**src/rtl/t01_lineclear_multi_if.sv**
```systemverilog
// rtl/t01_lineclear_multi_if.sv - control, grid and score bundle for the line-clear engine
interface t01_lineclear_multi_if #(
  parameter int COLS    = 10,
  parameter int ROWS    = 20,
  parameter int CBITS   = 3,
  parameter int SCORE_W = 10
);
  logic                        clear;
  logic                        start_eval;
  logic [ROWS*COLS-1:0]        input_array;
  logic [ROWS*COLS*CBITS-1:0]  input_color_array;
  logic [ROWS*COLS-1:0]        output_array;
  logic [ROWS*COLS*CBITS-1:0]  output_color_array;
  logic                        busy;
  logic                        eval_done;
  logic [SCORE_W-1:0]          score;
  logic [2:0]                  lines_last;
  logic [9:0]                  lines_total;
  logic [3:0]                  level;

  modport master (
    output clear, start_eval, input_array, input_color_array,
    input  output_array, output_color_array, busy, eval_done,
           score, lines_last, lines_total, level
  );

  modport slave (
    input  clear, start_eval, input_array, input_color_array,
    output output_array, output_color_array, busy, eval_done,
           score, lines_last, lines_total, level
  );
endinterface

```
**src/rtl/t01_lineclear_multi.sv**
```systemverilog
// rtl/t01_lineclear_multi.sv - full-row removal with gravity shift and level-scaled scoring
module t01_lineclear_multi #(
  parameter int COLS            = 10,
  parameter int ROWS            = 20,
  parameter int CBITS           = 3,
  parameter int SCORE_W         = 10,
  parameter int SCORE_MAX       = 999,
  parameter int LINES_PER_LEVEL = 10,
  parameter int MAX_LEVEL       = 15
) (
  input  logic                  clk,
  input  logic                  reset,
  t01_lineclear_multi_if.slave  bus
);
  localparam int RW    = COLS * CBITS;
  localparam int PTR_W = (ROWS > 1) ? $clog2(ROWS) : 1;
  localparam int SUM_W = ((SCORE_W > 9) ? SCORE_W : 9) + 1;

  typedef enum logic [2:0] {IDLE, SCAN, SHIFT, SCORE, DONE} state_t;

  state_t               state, state_nxt;
  logic [ROWS*COLS-1:0] occ;
  logic [ROWS*RW-1:0]   col;
  logic [PTR_W-1:0]     ptr;
  logic [2:0]           cnt;
  logic [SCORE_W-1:0]   score_q;
  logic [2:0]           last_q;
  logic [9:0]           total_q;

  logic                 row_full;
  logic [9:0]           level_raw;
  logic [3:0]           level_c;
  logic [3:0]           base;
  logic [8:0]           add;
  logic [SUM_W-1:0]     score_sum;
  logic [10:0]          total_sum;

  always_comb begin
    row_full = 1'b0;
    for (int r = 0; r < ROWS; r++) begin
      if (PTR_W'(r) == ptr) row_full = &occ[r*COLS +: COLS];
    end
  end

  // Level is derived from the registered total, so SCORE sees the pre-update value.
  assign level_raw = 10'(total_q / LINES_PER_LEVEL);
  assign level_c   = (level_raw > 10'(MAX_LEVEL)) ? 4'(MAX_LEVEL) : level_raw[3:0];

  always_comb begin
    base = 4'd0;
    case (cnt)
      3'd1:    base = 4'd1;
      3'd2:    base = 4'd3;
      3'd3:    base = 4'd5;
      3'd4:    base = 4'd8;
      default: base = 4'd0;
    endcase
  end

  assign add       = 9'(base) * (9'(level_c) + 9'd1);
  assign score_sum = SUM_W'(score_q) + SUM_W'(add);
  assign total_sum = 11'(total_q) + 11'(cnt);

  always_comb begin
    state_nxt = state;
    case (state)
      IDLE:  if (bus.start_eval) state_nxt = SCAN;
      SCAN: begin
        if (row_full)        state_nxt = SHIFT;
        else if (ptr == '0)  state_nxt = SCORE;
      end
      SHIFT: state_nxt = SCAN;
      SCORE: state_nxt = DONE;
      DONE:  state_nxt = IDLE;
      default: state_nxt = IDLE;
    endcase
    if (bus.clear) state_nxt = IDLE;
  end

  always_ff @(posedge clk or posedge reset) begin
    if (reset) state <= IDLE;
    else       state <= state_nxt;
  end

  always_ff @(posedge clk or posedge reset) begin
    if (reset) begin
      occ     <= '0;
      col     <= '0;
      ptr     <= '0;
      cnt     <= '0;
      score_q <= '0;
      last_q  <= '0;
      total_q <= '0;
    end else if (bus.clear) begin
      occ     <= '0;
      col     <= '0;
      ptr     <= '0;
      cnt     <= '0;
      score_q <= '0;
      last_q  <= '0;
      total_q <= '0;
    end else begin
      case (state)
        IDLE: if (bus.start_eval) begin
          occ <= bus.input_array;
          col <= bus.input_color_array;
          ptr <= PTR_W'(ROWS - 1);
          cnt <= '0;
        end
        SCAN: if (!row_full && ptr != '0) ptr <= ptr - 1'b1;
        SHIFT: begin
          // ptr is held so the row that just dropped into it is checked again.
          for (int k = 1; k < ROWS; k++) begin
            if (PTR_W'(k) <= ptr) begin
              occ[k*COLS +: COLS] <= occ[(k-1)*COLS +: COLS];
              col[k*RW +: RW]     <= col[(k-1)*RW +: RW];
            end
          end
          occ[0 +: COLS] <= '0;
          col[0 +: RW]   <= '0;
          if (cnt != 3'd4) cnt <= cnt + 3'd1;
        end
        SCORE: begin
          score_q <= (score_sum > SUM_W'(SCORE_MAX)) ? SCORE_W'(SCORE_MAX) : score_sum[SCORE_W-1:0];
          total_q <= (total_sum > 11'd1023) ? 10'd1023 : total_sum[9:0];
          last_q  <= cnt;
        end
        default: ;
      endcase
    end
  end

  assign bus.output_array       = occ;
  assign bus.output_color_array = col;
  assign bus.busy               = (state != IDLE);
  assign bus.eval_done          = (state == DONE);
  assign bus.score              = score_q;
  assign bus.lines_last         = last_q;
  assign bus.lines_total        = total_q;
  assign bus.level              = level_c;
endmodule

```
**src/flat_wrapper.sv**
```systemverilog
// flat-port wrapper written by rule: the top's interface ports become plain ports
module t01_lineclear_multi_flat 
#(
  parameter int COLS            = 10,
  parameter int ROWS            = 20,
  parameter int CBITS           = 3,
  parameter int SCORE_W         = 10,
  parameter int SCORE_MAX       = 999,
  parameter int LINES_PER_LEVEL = 10,
  parameter int MAX_LEVEL       = 15
)
  (clk, reset, bus_clear, bus_start_eval, bus_input_array, bus_input_color_array, bus_output_array, bus_output_color_array, bus_busy, bus_eval_done, bus_score, bus_lines_last, bus_lines_total, bus_level);
  t01_lineclear_multi_if #(.COLS(COLS), .ROWS(ROWS), .CBITS(CBITS), .SCORE_W(SCORE_W)) bus_i ();
  input  logic clk;
  input  logic reset;
  input wire logic [$bits(bus_i.clear)-1:0] bus_clear;
  input wire logic [$bits(bus_i.start_eval)-1:0] bus_start_eval;
  input wire logic [$bits(bus_i.input_array)-1:0] bus_input_array;
  input wire logic [$bits(bus_i.input_color_array)-1:0] bus_input_color_array;
  output wire logic [$bits(bus_i.output_array)-1:0] bus_output_array;
  output wire logic [$bits(bus_i.output_color_array)-1:0] bus_output_color_array;
  output wire logic [$bits(bus_i.busy)-1:0] bus_busy;
  output wire logic [$bits(bus_i.eval_done)-1:0] bus_eval_done;
  output wire logic [$bits(bus_i.score)-1:0] bus_score;
  output wire logic [$bits(bus_i.lines_last)-1:0] bus_lines_last;
  output wire logic [$bits(bus_i.lines_total)-1:0] bus_lines_total;
  output wire logic [$bits(bus_i.level)-1:0] bus_level;
  assign bus_i.clear = bus_clear;
  assign bus_i.start_eval = bus_start_eval;
  assign bus_i.input_array = bus_input_array;
  assign bus_i.input_color_array = bus_input_color_array;
  assign bus_output_array = bus_i.output_array;
  assign bus_output_color_array = bus_i.output_color_array;
  assign bus_busy = bus_i.busy;
  assign bus_eval_done = bus_i.eval_done;
  assign bus_score = bus_i.score;
  assign bus_lines_last = bus_i.lines_last;
  assign bus_lines_total = bus_i.lines_total;
  assign bus_level = bus_i.level;
  t01_lineclear_multi #(.COLS(COLS), .ROWS(ROWS), .CBITS(CBITS), .SCORE_W(SCORE_W), .SCORE_MAX(SCORE_MAX), .LINES_PER_LEVEL(LINES_PER_LEVEL), .MAX_LEVEL(MAX_LEVEL)) u_core (.clk(clk), .reset(reset), .bus(bus_i));
endmodule
```
**config.mk**
```make
export PLATFORM = sky130hd
export DESIGN_NAME = t01_lineclear_multi_flat
export DESIGN_NICKNAME = d
export VERILOG_FILES = /design/src/rtl/t01_lineclear_multi_if.sv /design/src/rtl/t01_lineclear_multi.sv /design/src/flat_wrapper.sv
export SDC_FILE = /design/constraint.sdc
export NUM_CORES = 2
export LEC_CHECK = 0
export CAP_MARGIN = 20
export CORE_AREA = 2 2 645 647
export CTS_BUF_LIST = sky130_fd_sc_hd__clkbuf_16
export DETAILED_ROUTE_END_ITERATION = 16
export DIE_AREA = 0 0 647 649
export GPL_TIMING_DRIVEN = 0
export HOLD_SLACK_MARGIN = 0.12
export SLEW_MARGIN = 20
export SYNTH_ARGS = -nofsm -noshare
export SYNTH_HDL_FRONTEND = slang
export SYNTH_SLANG_ARGS = --single-unit
```
**constraint.sdc**
```tcl
create_clock -name clk -period 71.1 [get_ports clk]
set_input_delay 7.11 -clock clk [delete_from_list [all_inputs] [get_ports clk]]
set_output_delay 7.11 -clock clk [all_outputs]
set_load 0.01 [all_outputs]
```
* Word-level counts from Yosys, hierarchy flattened
Index checks and enable logic that the tools add are counted.
** Cells by class
- Reduce and logical (&&, ||, !) cells :: 52
- Div/mod/pow operators :: 1
- Muxes and demuxes :: 87
- Bitwise gates (word level) :: 0
- Shift operators :: 0
- Eq/ne operators :: 51
- $lt $le $gt $ge :: 22
- Multipliers :: 1
- $add $sub $neg :: 5
** Operators with widths (number)
- 600-bit 2-to-1 mux :: 2
- 600-bit one-hot mux with 2 select lines :: 1
- 30-bit 2-to-1 mux :: 19
- 200-bit 2-to-1 mux :: 2
- 200-bit one-hot mux with 2 select lines :: 1
- 10-bit 2-to-1 mux :: 25
- 10-bit AND reduction :: 20
- 3-bit by 2-bit != test with 1-bit output (second input constant) :: 21
- 3-bit AND reduction :: 21
- 4-bit by 5-bit == test with 1-bit output (first input constant) :: 8
- 4-bit by 5-bit less-or-equal comparator with 1-bit output (first input constant) :: 8
- 10-bit by 4-bit divider with 32-bit output (second input constant) :: 1
- 3-bit 2-to-1 mux :: 9
- 11-bit by 10-bit greater-than comparator with 1-bit output (second input constant) :: 2
- 3-bit by 5-bit == test with 1-bit output (first input constant) :: 4
- 5-bit == test (first input constant) :: 4
- 3-bit by 5-bit less-or-equal comparator with 1-bit output (first input constant) :: 4
- 5-bit less-or-equal comparator (first input constant) :: 4
- 1-bit 2-to-1 mux :: 20
- 4-bit one-hot mux with 4 select lines :: 1
- 5-bit 2-to-1 mux :: 3
- 3-bit by 2-bit == test with 1-bit output (second input constant) :: 4
- 3-bit one-hot mux with 4 select lines :: 1
- 10-bit by 3-bit adder with 11-bit output :: 1
- other kinds (25) :: 33
** Storage, ports and cells
- Bits in read-only memories :: 0
- RAM bits :: 0
- Output and inout port bits :: 829
- Register bits after elaboration :: 834
- Bits in latches :: 0
- Memories :: 0
- Input port bits :: 804

* Longest topological paths before layout
- Word-level depth :: 26
- Depth in mapped cells :: 44
- Gate-level depth less buffers :: 38

* Least setup slack after synthesis
OpenSTA, ideal clock, no wires.
- Path type :: reg-to-output
- Start point :: reg u_core.total_q[7] (netlist: u_core.bus.lines_total[7])
- End point :: out bus_level[0]
- Arrival :: 4.408 ns
- Setup slack :: 59.582 ns
- Path buffers :: 3
- Required time :: 63.990 ns
- Stages on the path, launching flop included :: 20
- Path through :: dfrtp_1 > buf_6 > or2_1 > buf_6 > ha_1 > buf_6 > maj3_2 > a21o_1 > a211o_2 > nand4_4 > mux2i_2 > nand4_1 > o221a_4 > nor4_2 > mux2i_1 > nand4_2 > mux2i_1 > xnor2_1 > nor2_1 > inv_1
** Between the ends
- Longest elaborated chain between the ends :: 3
** Ends and longest elaborated chain
- start, declared :: line t01_lineclear_multi.sv:28 : logic [9:0] total_q;
- start signal, assigned :: line t01_lineclear_multi.sv:125 : total_q <= (total_sum > 11'd1023) ? 10'd1023 : total_sum[9:0];
- 10-bit by 4-bit divider with 32-bit output (*) :: line t01_lineclear_multi.sv:46 : assign level_raw = 10'(total_q / LINES_PER_LEVEL);
- 10-bit by 4-bit greater-than comparator with 1-bit output :: line t01_lineclear_multi.sv:47 : assign level_c = (level_raw > 10'(MAX_LEVEL)) ? 4'(MAX_LEVEL) : level_raw[3:0];
- 4-bit 2-to-1 mux (*) :: line t01_lineclear_multi.sv:47
- end, declared :: line flat_wrapper.sv:27 : output wire logic [$bits(bus_i.level)-1:0] bus_level;
Mark *: on every way between the ends. The rest lies on a longest branch, timed or not.

* Worst setup path in the final report
Same ends and word-level chain as after synthesis.

==> flow_summary_export.csv <==
group,metric,value,unit
clock_network,root_buffer,"clkbuf_16",
drt,viasPerCell,4.00,
clock_network,cts_resized,0,
grt,grt_pass1_vias,43800,
placed_design,placed_cell_area,63700,µm²
run_status,outcome,"finished clean",
sta,max_freq,71.9,MHz
setup_path,cp_data_arrival_time,6.80,ns
floorplan,start_util,9.49,%
floorplan,rows,236,
setup_path,crit_fanout,10,
pwr,p_sw_share,42.7,%
drt,drt-initial-drc-count,5653,
pwr,seqPwrFrac,35.1,%
clock_network,post-cts-setup-buffers,0,
final_layout,final_nets,6799,
logic_synthesis,synth_top_area_share,53.3,%
grt,met2_usage,35.1,%
sta,worst_pin_slew,1.24,ns
grt,grt_use_total,21.0,%
final_layout,ff_latch_area,20900,µm²
sta,min_period_over_period,19.6,%
final_layout,multi_input_area,16900,µm²
sta,period_minus_slack,13.91,ns
placed_design,gp_congestion,0.977,
logic_synthesis,ys_ff_latch,834,
drt,antenna_left,0,
grt,gr-total-overflow,0,
pwr,peakVddDrop,0.0175,mV
final_layout,final_cell_mix,"clkdlybuf4s50_1, dfrtp_1, a22oi_1",
grt,grt_max_degree,101,
logic_synthesis,yosysSeqAreaShare,53.3,%
setup_path,timing.rr.end,"u_core.bus.score[2]",
clock_network,clk_path_buf_depth,4,
setup_path,ff2ff_setup_slack,60.84,ns
final_layout,design_area,67900,µm²
logic_synthesis,yosys_warnings,0,
sta,finClkSkew,0.0718,ns
pwr,p_int,1.22,mW
grt,antenna_found_initial,162,
grt,grt_pass1_wl,560000,µm
sta,fin_setup_tns,0,ns
drt,drc,0,
drt,wl,458000,µm
placed_design,port_buffers,1631,
clock_network,clk_pin_slew,0.06,ns
logic_synthesis,yosys-top-cells-area,"dfrtp_1, a22oi_1, a21oi_1, nor2_1, clkbuf_1",
final_layout,layout-drive-gt1-share,5.66,%
logic_synthesis,synth_area_leader_cell,"dfrtp_1",
final_layout,fill_cells,46200,
min_path,hp-start,"u_core.bus.output_color_array[534]",
grt,grt_use_met3,8.28,%
floorplan,ios,1633,
floorplan,core,413000,µm²
sta,hold_violations,0,
final_layout,fin_util,16.5,%
logic_synthesis,syn_inst,4158,
setup_path,path_class,"reg -> out",
drt,wl_per_cell,39.5,µm
flow_run,drv_cap,0,
setup_path,cp-start-kind,"register",
drt,vias,46400,
setup_path,cp-end-kind,"output port",
floorplan,die_y,649,µm
floorplan,die_area,420000,µm²
logic_synthesis,synth.cell_area,39200,µm²
logic_synthesis,avgSynthCellArea,9.42,µm²
logic_synthesis,synth.distinct_cells,88,
grt,top_usage_layer,"met2",
setup_path,r2r_cells,39,
clock_network,cts_tree,"done",
pwr,power.density,31.3,nW/µm²
placed_design,dp_hpwl,406000,µm
logic_synthesis,syn-num-nets,5007,
drt,first_pass_iters,6,
grt,globalRouteMet1Util,22.2,%
logic_synthesis,synth_edf_count,0,
final_layout,area_delta_synth_final,73.3,%
sta,setup_violations,0,
pwr,power.switching,0.908,mW
pwr,cellLeakagePower,25.9,nW
logic_synthesis,async_flop_share,100,%
clock_network,cts_buffers,113,
clock_network,clock_sinks,834,
sta,relSlewSlack,17.4,%
final_layout,final_common_cell,"clkdlybuf4s50_1",
min_path,min_path_cells,2,
clock_network,insertion_delay,0.88,ns
pwr,p_clk_share,30.0,%
pwr,power_frac_comb,34.9,%
logic_synthesis,synth_ff_type,"dfrtp_1",
setup_path,r2r-start,"u_core.bus.lines_total[7]",
min_path,worstHoldPathType,"reg -> reg",
sta,rsz0062_at_grt,"false",
setup_path,crit_required,63.99,ns
min_path,worstHoldEndpoint,"u_core.bus.output_color_array[534]",
clock_network,htree_levels,3,
floorplan,fp.dieW,647,µm
sta,slew_viol_final,0,
clock_network,cts_hold_buf,0,
Yosys cell counts (4+ instances only):
| library cell | n |
|---|---|
| clkbuf_1 | 358 |
| nor3b_1 | 4 |
| nand2b_1 | 6 |
| o22ai_1 | 9 |
| nand4_1 | 45 |
| a22oi_1 | 766 |
| a211oi_1 | 10 |
| buf_2 | 8 |
| nor2_1 | 755 |
| ha_1 | 37 |
| o21bai_1 | 11 |
| fa_1 | 8 |
| nor2b_1 | 11 |
| or2_2 | 9 |
| o21ai_0 | 108 |
| and2_1 | 7 |
| nand2_1 | 132 |
| a22o_1 | 42 |
| a311oi_1 | 8 |
| and3_1 | 6 |
| o21ai_1 | 4 |
| o31ai_1 | 11 |
| a21oi_1 | 738 |
| dfrtp_1 | 834 |
| inv_1 | 34 |
| nor4_1 | 5 |
| o221ai_1 | 4 |
| xnor2_1 | 18 |
| nand3_1 | 31 |
| or3_1 | 7 |
| a21o_1 | 8 |
| o32ai_1 | 5 |
| nor3_1 | 34 |
worst max-delay path by stage:
stage | depth (start not counted) | from | end | slack [ns]
after global routing | 20 | u_core.bus.lines_total[7] | bus_level[0] | 56.82
after floorplan | 1 | reset | u_core.bus.lines_last[0] | 40.56
after CTS | 20 | u_core.bus.lines_total[7] | bus_level[0] | 57.09
after global placement | 2 | reset | u_core.bus.output_color_array[462] | 26.55
after detailed placement | 20 | u_core.bus.lines_total[7] | bus_level[0] | 58.13
final | 20 | u_core.bus.lines_total[7] | bus_level[0] | 57.19
metrics by stage:
step	setup slack [ns]	hold slack (ns)	power [mW]	std cells
after floorplan	40.56	0.513	0.854	4158
after global placement	26.55	0.497	1.49	11300
after detailed placement	58.13	0.504	1.50	11300
after CTS	57.09	0.524	2.15	11500
after global routing	56.82	0.552	2.20	11600
final	57.19	0.525	2.13	11600
metal layers:
layer / wire, µm / share of wire, %
met3: 47300 / 10
met1: 159000 / 35
met2: 219000 / 48
met4: 32300 / 7.0
met5: 323 / 0.070
registers in the layout, indices dropped and copies added (netlist names):
signal / cells
u_core.bus.lines_last: 3
u_core.bus.lines_total: 10
u_core.bus.output_array: 200
u_core.bus.output_color_array: 600
u_core.bus.score: 10
u_core.cnt: 3
u_core.ptr: 5
u_core.state: 3
power groups by stage:
stage                     clock network (mW)  registers, mW  logic [mW]
final                                  0.638          0.746       0.741
after global routing                   0.668          0.750       0.779
after CTS                              0.652          0.746       0.755
after detailed placement                   0          0.753       0.752
after global placement                     0          0.752       0.737
after floorplan                            0          0.690       0.164
layout make-up:
class,instances,area share (%)
Sequential cell,834,30.8
Buffer,374,2.22
Multi-Input combinational cell,2916,25.0
Inverter,34,0.199
Antenna cell,75,0.277
Clock inverter,93,1.69
Timing Repair Buffer,1677,25.6
Clock buffer,113,4.17
Tap cell,5474,10.1
worst max-delay path: stages, from the launching register on:
cell,delay (ns)
dfrtp_1,0.46
buf_6,0.18
or2_1,0.23
buf_6,0.14
ha_1,0.28
buf_2,0.20
nand4bb_1,0.34
a31oi_4,0.25
a211oi_2,0.10
nor4_4,0.52
o211ai_2,0.20
and2_1,0.27
o221a_4,0.28
nor4_2,0.31
mux2i_1,0.31
nand4_2,0.16
mux2i_1,0.16
xnor2_1,0.45
nor2_1,0.21
inv_1,0.19
clkdlybuf4s50_1,0.70
kinds of logic (layout without fill, tap and decap cells):
logic type | after synthesis | after routing | synth area share, %
XOR/XNOR | 21 | 21 | 0.470
adder cells (fa/ha/maj) | 47 | 47 | 1.65
flip-flops | 834 | 834 | 53.3
other | 0 | 75 | 0
AO/OA/AOI/OAI | 1772 | 1772 | 29.0
AND/OR/NAND/NOR | 1070 | 1070 | 11.4
multiplexers | 6 | 6 | 0.169
buffers and inverters | 408 | 2291 | 4.01
Note: power is estimated with default switching activity, not from simulation.
